[src/rtl/usr_pkg.sv]
// Shared definitions for the universal burst shift register: mode codes, FSM states.
// Optional feature macro: USR_ROTATE_EN (enables ROL/ROR, including rotate bursts).
package usr_pkg;

  localparam int MODE_W = 3;

  localparam logic [MODE_W-1:0] MODE_HOLD  = 3'b000;
  localparam logic [MODE_W-1:0] MODE_SHL   = 3'b001;
  localparam logic [MODE_W-1:0] MODE_SHR   = 3'b010;
  localparam logic [MODE_W-1:0] MODE_LOAD  = 3'b011;
  localparam logic [MODE_W-1:0] MODE_ROL   = 3'b100;
  localparam logic [MODE_W-1:0] MODE_ROR   = 3'b101;
  localparam logic [MODE_W-1:0] MODE_CLR   = 3'b110;
  localparam logic [MODE_W-1:0] MODE_HOLD2 = 3'b111;

  typedef enum logic {
    ST_IDLE  = 1'b0,
    ST_BURST = 1'b1
  } state_t;

  // Modes that may run as a multi-step burst; rotates only when built in.
  function automatic logic is_burst_op(input logic [MODE_W-1:0] m);
    logic r;
    r = (m == MODE_SHL) || (m == MODE_SHR);
`ifdef USR_ROTATE_EN
    r = r || (m == MODE_ROL) || (m == MODE_ROR);
`endif
    return r;
  endfunction

endpackage

[src/rtl/usr_shift_core.sv]
// WIDTH-bit storage register with its next-value mux; updates only on upd_i.
// Optional feature macro: USR_ROTATE_EN (without it, rotate codes hold).
module usr_shift_core
  import usr_pkg::*;
#(
  parameter int WIDTH = 8
) (
  input  logic              clk,
  input  logic              rst,
  input  logic              upd_i,
  input  logic [MODE_W-1:0] op_i,
  input  logic [WIDTH-1:0]  pdata_i,
  input  logic              sin_lsb_i,
  input  logic              sin_msb_i,
  output logic [WIDTH-1:0]  q_o
);

  logic [WIDTH-1:0] q_q;
  logic [WIDTH-1:0] q_d;

  always_comb begin
    q_d = q_q;
    if (upd_i) begin
      case (op_i)
        MODE_SHL:  q_d = {q_q[WIDTH-2:0], sin_lsb_i};
        MODE_SHR:  q_d = {sin_msb_i, q_q[WIDTH-1:1]};
`ifdef USR_ROTATE_EN
        MODE_ROL:  q_d = {q_q[WIDTH-2:0], q_q[WIDTH-1]};
        MODE_ROR:  q_d = {q_q[0], q_q[WIDTH-1:1]};
`endif
        MODE_LOAD: q_d = pdata_i;
        MODE_CLR:  q_d = '0;
        default:   q_d = q_q;
      endcase
    end
  end

  always_ff @(posedge clk) begin
    if (rst) q_q <= '0;
    else     q_q <= q_d;
  end

  assign q_o = q_q;

endmodule

[src/rtl/usr_burst_shifter.sv]
// Universal shift register with an autonomous N-step shift/rotate burst sequencer.
// Optional feature macro: USR_ROTATE_EN (rotate modes and rotate bursts).
module usr_burst_shifter
  import usr_pkg::*;
#(
  parameter int WIDTH = 8,
  parameter int CNT_W = 4
) (
  input  logic              clk,
  input  logic              rst,
  input  logic              en,
  input  logic [MODE_W-1:0] mode,
  input  logic [WIDTH-1:0]  pdata_in,
  input  logic              sin_lsb,
  input  logic              sin_msb,
  input  logic              start,
  input  logic [CNT_W-1:0]  count,
  output logic [WIDTH-1:0]  q,
  output logic              sout_msb,
  output logic              sout_lsb,
  output logic              busy,
  output logic              done
);

  state_t            state_q, state_d;
  logic [CNT_W-1:0]  rem_q, rem_d;
  logic [MODE_W-1:0] op_q, op_d;
  logic              busy_q, busy_d;
  logic              done_q, done_d;
  logic              core_upd;
  logic [MODE_W-1:0] core_op;

  // Handshake: start is sampled only in IDLE with en high; the first burst step
  // happens on the accepting edge, done is a one-cycle pulse after the last step.
  always_comb begin
    state_d  = state_q;
    rem_d    = rem_q;
    op_d     = op_q;
    done_d   = 1'b0;
    core_upd = 1'b0;
    core_op  = mode;
    case (state_q)
      ST_IDLE: begin
        if (en) begin
          if (start && is_burst_op(mode)) begin
            if (count == '0) begin
              done_d = 1'b1;
            end else begin
              core_upd = 1'b1;
              op_d     = mode;
              rem_d    = count - 1'b1;
              if (count == CNT_W'(1)) done_d  = 1'b1;
              else                    state_d = ST_BURST;
            end
          end else begin
            core_upd = 1'b1;
          end
        end
      end
      ST_BURST: begin
        core_op = op_q;
        if (en) begin
          core_upd = 1'b1;
          rem_d    = rem_q - 1'b1;
          if (rem_q == CNT_W'(1)) begin
            state_d = ST_IDLE;
            done_d  = 1'b1;
          end
        end
      end
      default: state_d = ST_IDLE;
    endcase
    busy_d = (state_d == ST_BURST);
  end

  always_ff @(posedge clk) begin
    if (rst) begin
      state_q <= ST_IDLE;
      rem_q   <= '0;
      op_q    <= MODE_HOLD;
      busy_q  <= 1'b0;
      done_q  <= 1'b0;
    end else begin
      state_q <= state_d;
      rem_q   <= rem_d;
      op_q    <= op_d;
      busy_q  <= busy_d;
      done_q  <= done_d;
    end
  end

  usr_shift_core #(.WIDTH(WIDTH)) u_core (
    .clk       (clk),
    .rst       (rst),
    .upd_i     (core_upd),
    .op_i      (core_op),
    .pdata_i   (pdata_in),
    .sin_lsb_i (sin_lsb),
    .sin_msb_i (sin_msb),
    .q_o       (q)
  );

  assign sout_msb = q[WIDTH-1];
  assign sout_lsb = q[0];
  assign busy     = busy_q;
  assign done     = done_q;

endmodule

[config.mk]
export PLATFORM = sky130hd
export DESIGN_NAME = usr_burst_shifter
export DESIGN_NICKNAME = d
export VERILOG_FILES = /design/src/rtl/usr_pkg.sv /design/src/rtl/usr_shift_core.sv /design/src/rtl/usr_burst_shifter.sv
export SDC_FILE = /design/constraint.sdc
export NUM_CORES = 1
export LEC_CHECK = 0
export ABC_AREA = 1
export ABC_CLOCK_PERIOD_IN_PS = 2900
export CORE_ASPECT_RATIO = 1.2
export CORE_MARGIN = 5
export CORE_UTILIZATION = 30
export DETAILED_ROUTE_END_ITERATION = 10
export REMOVE_ABC_BUFFERS = 1
export SLEW_MARGIN = 10
export SYNTH_ARGS = -nofsm -noshare
export SYNTH_HDL_FRONTEND = slang
export SYNTH_SLANG_ARGS = --single-unit
[constraint.sdc]
create_clock -name clk -period 2.9 [get_ports clk]
set_input_delay 0.58 -clock clk [delete_from_list [all_inputs] [get_ports clk]]
set_output_delay 0.58 -clock clk [all_outputs]
set_load 0.02 [all_outputs]
# Word-level counts from Yosys, hierarchy flattened
# Index checks and enable logic that the tools add are counted.
[word_totals]
ff_bits = 17
inputBits = 21
out_inout_bits = 12
wordCells = 54
[op_classes]
n_addsub = 2
n_eq_ne = 12
n_mux = 26
n_bitwise = 2
n_reduce_logical = 7
[op_table]
columns = ["operator", "n"]
rows = [
  ["$pmux W8 S4", 1],
  ["$mux W1", 16],
  ["$mux W4", 4],
  ["$eq A3 B2 Y1 const B", 3],
  ["$eq A4 B1 Y1 const B", 2],
  ["$ne A2 B2 Y1 const B", 4],
  ["$pmux W4 S2", 1],
  ["$reduce_and A4 Y1", 2],
  ["$sub A4 B1 Y4 const B", 2],
  ["$eq A3 B1 Y1 const B", 2],
  ["$pmux W1 S2", 3],
  ["$logic_not A4 Y1", 1],
  ["$reduce_bool A4 Y1", 1],
  ["$eq A3 B3 Y1 const B", 1],
  ["$mux W3", 1],
  ["$not A1 Y1", 2],
  ["$reduce_and A2 Y1", 1],
  ["$logic_and A1 B1 Y1", 1],
  ["$logic_or A1 B1 Y1", 1],
]

# Logic depth before layout (Yosys ltp)
[logic_depth]
ltp_word = 7
depth_mapped = 11
mapped_depth_nobuf = 9

# By module
# From an unflattened synthesis, not the netlist that was laid out.
[hier_totals]
hier_cells = 215
area_unflattened_um2 = 1298.7
[modules_own_cells]
columns = ["mod", "n_inst", "cells_per_inst", "area_each_um2", "seq_area_each_um2"]
rows = [
  ["usr_burst_shifter", 1, 111, 693.2, 180.2],
  ["usr_shift_core", 1, 104, 605.6, 160.2],
]

# Least setup slack after synthesis
# Ideal clock, no wire load.
[synth_timing]
kind = "input-to-reg"
startpoint = "input count[1]"
endpoint = "register u_core.q_q[5] (netlist: u_core.q_o[5])"
setup_ps = 112
t_arrival_ps = 1546
t_required_ps = 2788
setup_slack_ps = 1243
path_stages = 9
n_path_buf = 0
cell_sequence = "inv_1 ha_1 inv_1 nor2_1 nand3_2 nand3_4 nand2_1 nand2_1 nor2_1"
[synth_between]
elab_chain_len = 6
[synth_lines]
columns = ["element", "line_no", "rtl"]
rows = [
  ["from (decl)", "usr_burst_shifter.sv:17", "input logic [CNT_W-1:0] count,"],
  ["$logic_not A4 Y1", "usr_burst_shifter.sv:46", "if (count == '0) begin"],
  ["$mux W1", "usr_burst_shifter.sv:46", ""],
  ["$mux W1", "usr_burst_shifter.sv:45", "if (start && is_burst_op(mode)) begin"],
  ["$mux W1", "usr_burst_shifter.sv:44", "if (en) begin"],
  ["$pmux W1 S2", "usr_burst_shifter.sv:42", "case (state_q)"],
  ["$reduce_and A2 Y1 (no line)", "n/a", ""],
  ["to (signal assigned)", "usr_shift_core.sv:40", "else q_q <= q_d;"],
  ["to (decl)", "usr_shift_core.sv:18", "logic [WIDTH-1:0] q_q;"],
]
# No other way between the ends.
# A chain may end at the register's enable or synchronous reset.

# Worst setup path in the final report
[layout_timing]
startpoint = "register busy_q (netlist: busy)"
endpoint = "output busy"
[layout_lines]
columns = ["element", "line_no", "rtl"]
rows = [
  ["from (decl)", "usr_burst_shifter.sv:28", "logic busy_q, busy_d;"],
  ["from (signal assigned)", "usr_burst_shifter.sv:87", "busy_q <= busy_d;"],
  ["to (decl)", "usr_burst_shifter.sv:21", "output logic busy,"],
]
# No word-level cell between the ends.

==> flow_summary.toml <==
[run_status]
status = "complete, no violations"

[logic_synthesis]
synth_area_per_cell_um2 = 6.21
synth_area_um2 = 1270
seq_area_frac_synth_pct = 26.9
synth.area.top_cells = "dfxtp_1, nand2_1, nor2_1"
yosys.area.top_type = "dfxtp_1"
ys_seq_elements = 17
ys_warn_count = 0
synth_top_area_share_pct = 26.9
yosys.cell_types.count = 27
syn_inst = 204

[routing]
vias = 1284
wl_um = 2930
drc = 0
first_pass_iters = 4
drt.antenna.violating_nets = 0
wl_per_cell_um = 10.1
avgViaCountPerCell = 4.43
drt_iter0_markers = 60

[grt]
grt_pass1_vias = 1261
globalRouteMet1Util_pct = 12.6
globalRouteTotalUtil_pct = 11.4
grt_use_met2_pct = 21.1
grt_start_max_net_pins = 16
globalRouteOverflowTotal = 0
top_usage_layer = "met2"
antenna_found_initial = 0
gr-usage-met3_pct = 2.23
grt_pass1_wl_um = 5250

[sta]
finalHoldViolCount = 0
period_share_pct = 73.1
fin_skew_ps = 4.97
fin_crit_ps = 2120
setup_violations = 0
tns_ps = 0
drv_slew = 0
fmax_mhz = 472
slew_headroom_pct = 65.1
rsz0062_at_grt = "no"
worst_pin_slew_ps = 523

[clock_tree]
clk_latency_ps = 260
cts_resized = 0
clk_pin_slew_worst_paths_ps = 70
cts_setup_buffers = 0
clockBufferDepth = 2
clock-sinks = 17
holdBufCountCts = 0
cts_tree = "yes"
cts-root-buf = "clkbuf_8"
cts_buffers = 3
h-tree-depth = 1

[worst_setup_path]
path_max_fanout = 11
crit_type = "flop to output pin"
r2r_cells = 7
cp.required_ps = 2320
reg2reg_slack_ps = 1300
arrival_ps = 1540
r2r_end = "u_core.q_o[6]"
cpPeakStageDelay_ps = 690
crit_slowest_cell = "clkdlybuf4s50_1"
crit_chain = "clkdlybuf4s50_1"
critPathLaunchType = "flop"
critPathCaptureType = "output pin"
critPathTopFamily = "buffers and inverters"
cp_num_buf_inv = 1
rr_startpoint = "busy"

[pwr]
p_per_area_nw_per_um2 = 387
power.switching_uw = 206
power_frac_comb_pct = 30.2
finalPower_uw = 640
internal-power_uw = 434
clock_power_share_pct = 28.6
seq_power_share_pct = 41.2
switching_share_pct = 32.3
power_leakage_nw = 0.765
peakVddDrop_v = 0.000159

[hold_path]
whs_endpoint = "op_q[2]"
hold_start = "op_q[2]"
hold_depth = 2
hold_class = "flop to flop"

[die]
coreArea_um2 = 4160
std_cell_rows = 26
fp.dieH_um = 81.2
die_x_um = 69.3
start_util_pct = 30.4
io_pins = 33
die-area_um2 = 5630

[cells_and_area]
seq_area_um2 = 340
final_cell_mix = "nand2_1, nor2_1, clkdlybuf4s50_1"
layout_commonest_cell = "nand2_1"
multi_input_area_um2 = 752
antenna_cells = 0
drive_above_1_share_pct = 7.69
stdcell_count = 290
finalNetCount = 260
syn2layout_area_growth_pct = 30.6
fin_area_um2 = 1650
n_fill_cell = 472

[placement]
placed_cell_area_um2 = 1610
portBuffers = 32
hpwl_um = 2280
place_inst = 286
gp_congestion = 0.746

[run]
maxCapViolations = 0
==> sequential cells by signal, summed over array words and instances, names as in the netlist <==
| name | flops |
|---|---|
| busy | 1 |
| op_q | 3 |
| u_core.q_o | 8 |
| rem_q | 4 |
| done | 1 |
==> cell families (layout without fill, tap and decap cells) <==
kind of cell | Yosys count | count (layout) | share of synthesized area [%]
buffers and inverters | 39 | 69 | 13.7
XOR/XNOR | 2 | 2 | 1.38
AO/OA/AOI/OAI | 20 | 20 | 9.09
adder cells (fa/ha/maj) | 4 | 4 | 3.95
AND/OR/NAND/NOR | 122 | 122 | 45.0
flip-flops | 17 | 17 | 26.9
==> cell usage after synthesis <==
cell,number
a21oi_1,2
dfxtp_1,17
nor2_1,36
nand2_2,4
a31oi_1,1
nor3_1,3
a21oi_4,1
inv_1,31
o21a_1,1
nand3_4,1
ha_1,4
nand2_1,51
xnor2_1,1
nand3_1,19
xor2_1,1
inv_4,1
o21ai_1,2
nand3_2,2
buf_2,2
nand2_4,3
buf_4,2
inv_2,1
nor3_2,1
nor4_1,1
nor2_8,1
o21ai_0,13
buf_6,2
==> through the flow <==
stage / hold WS, ps / worst slack [ps] / util (%)
2_1_floorplan: 421 / 1240 / -
3_3_place_gp: 437 / 661 / 38.6
4_1_cts: 449 / 775 / 39.7
5_1_grt: 481 / 681 / 39.7
3_5_place_dp: 438 / 615 / 38.6
6_report: 446 / 781 / 39.7
==> cell type report <==
| type | instances | share of cell area, % |
|---|---|---|
| well taps | 56 | 4.24 |
| flip-flops and latches | 17 | 20.6 |
| repair buffers | 32 | 19.4 |
| multi-input cells | 148 | 45.5 |
| clock buffers | 4 | 2.72 |
| inverters | 33 | 7.64 |
==> per-layer routing <==
layer / up-vias / wire (um)
met5: - / 0
li1: 687 / -
met1: 565 / 1370
met2: 26 / 1380
met4: 0 / 55
met3: 6 / 126
==> power by group through the flow <==
stage	clock network [mW]	registers, mW	logic, mW
after floorplan	0	0.282	0.103
after global placement	0	0.269	0.194
after detailed placement	0	0.269	0.195
after CTS	0.189	0.264	0.196
after global routing	0.197	0.267	0.220
final	0.183	0.264	0.193
==> worst max-delay path by stage <==
stage / from / to / cells past startpoint
6_report: busy / busy / 1
3_5_place_dp: count[0] / u_core.q_o[1] / 10
3_3_place_gp: count[0] / u_core.q_o[6] / 10
4_1_cts: busy / busy / 1
2_1_floorplan: count[1] / u_core.q_o[0] / 9
5_1_grt: count[0] / u_core.q_o[3] / 10
(Power assumes the default switching activity.)
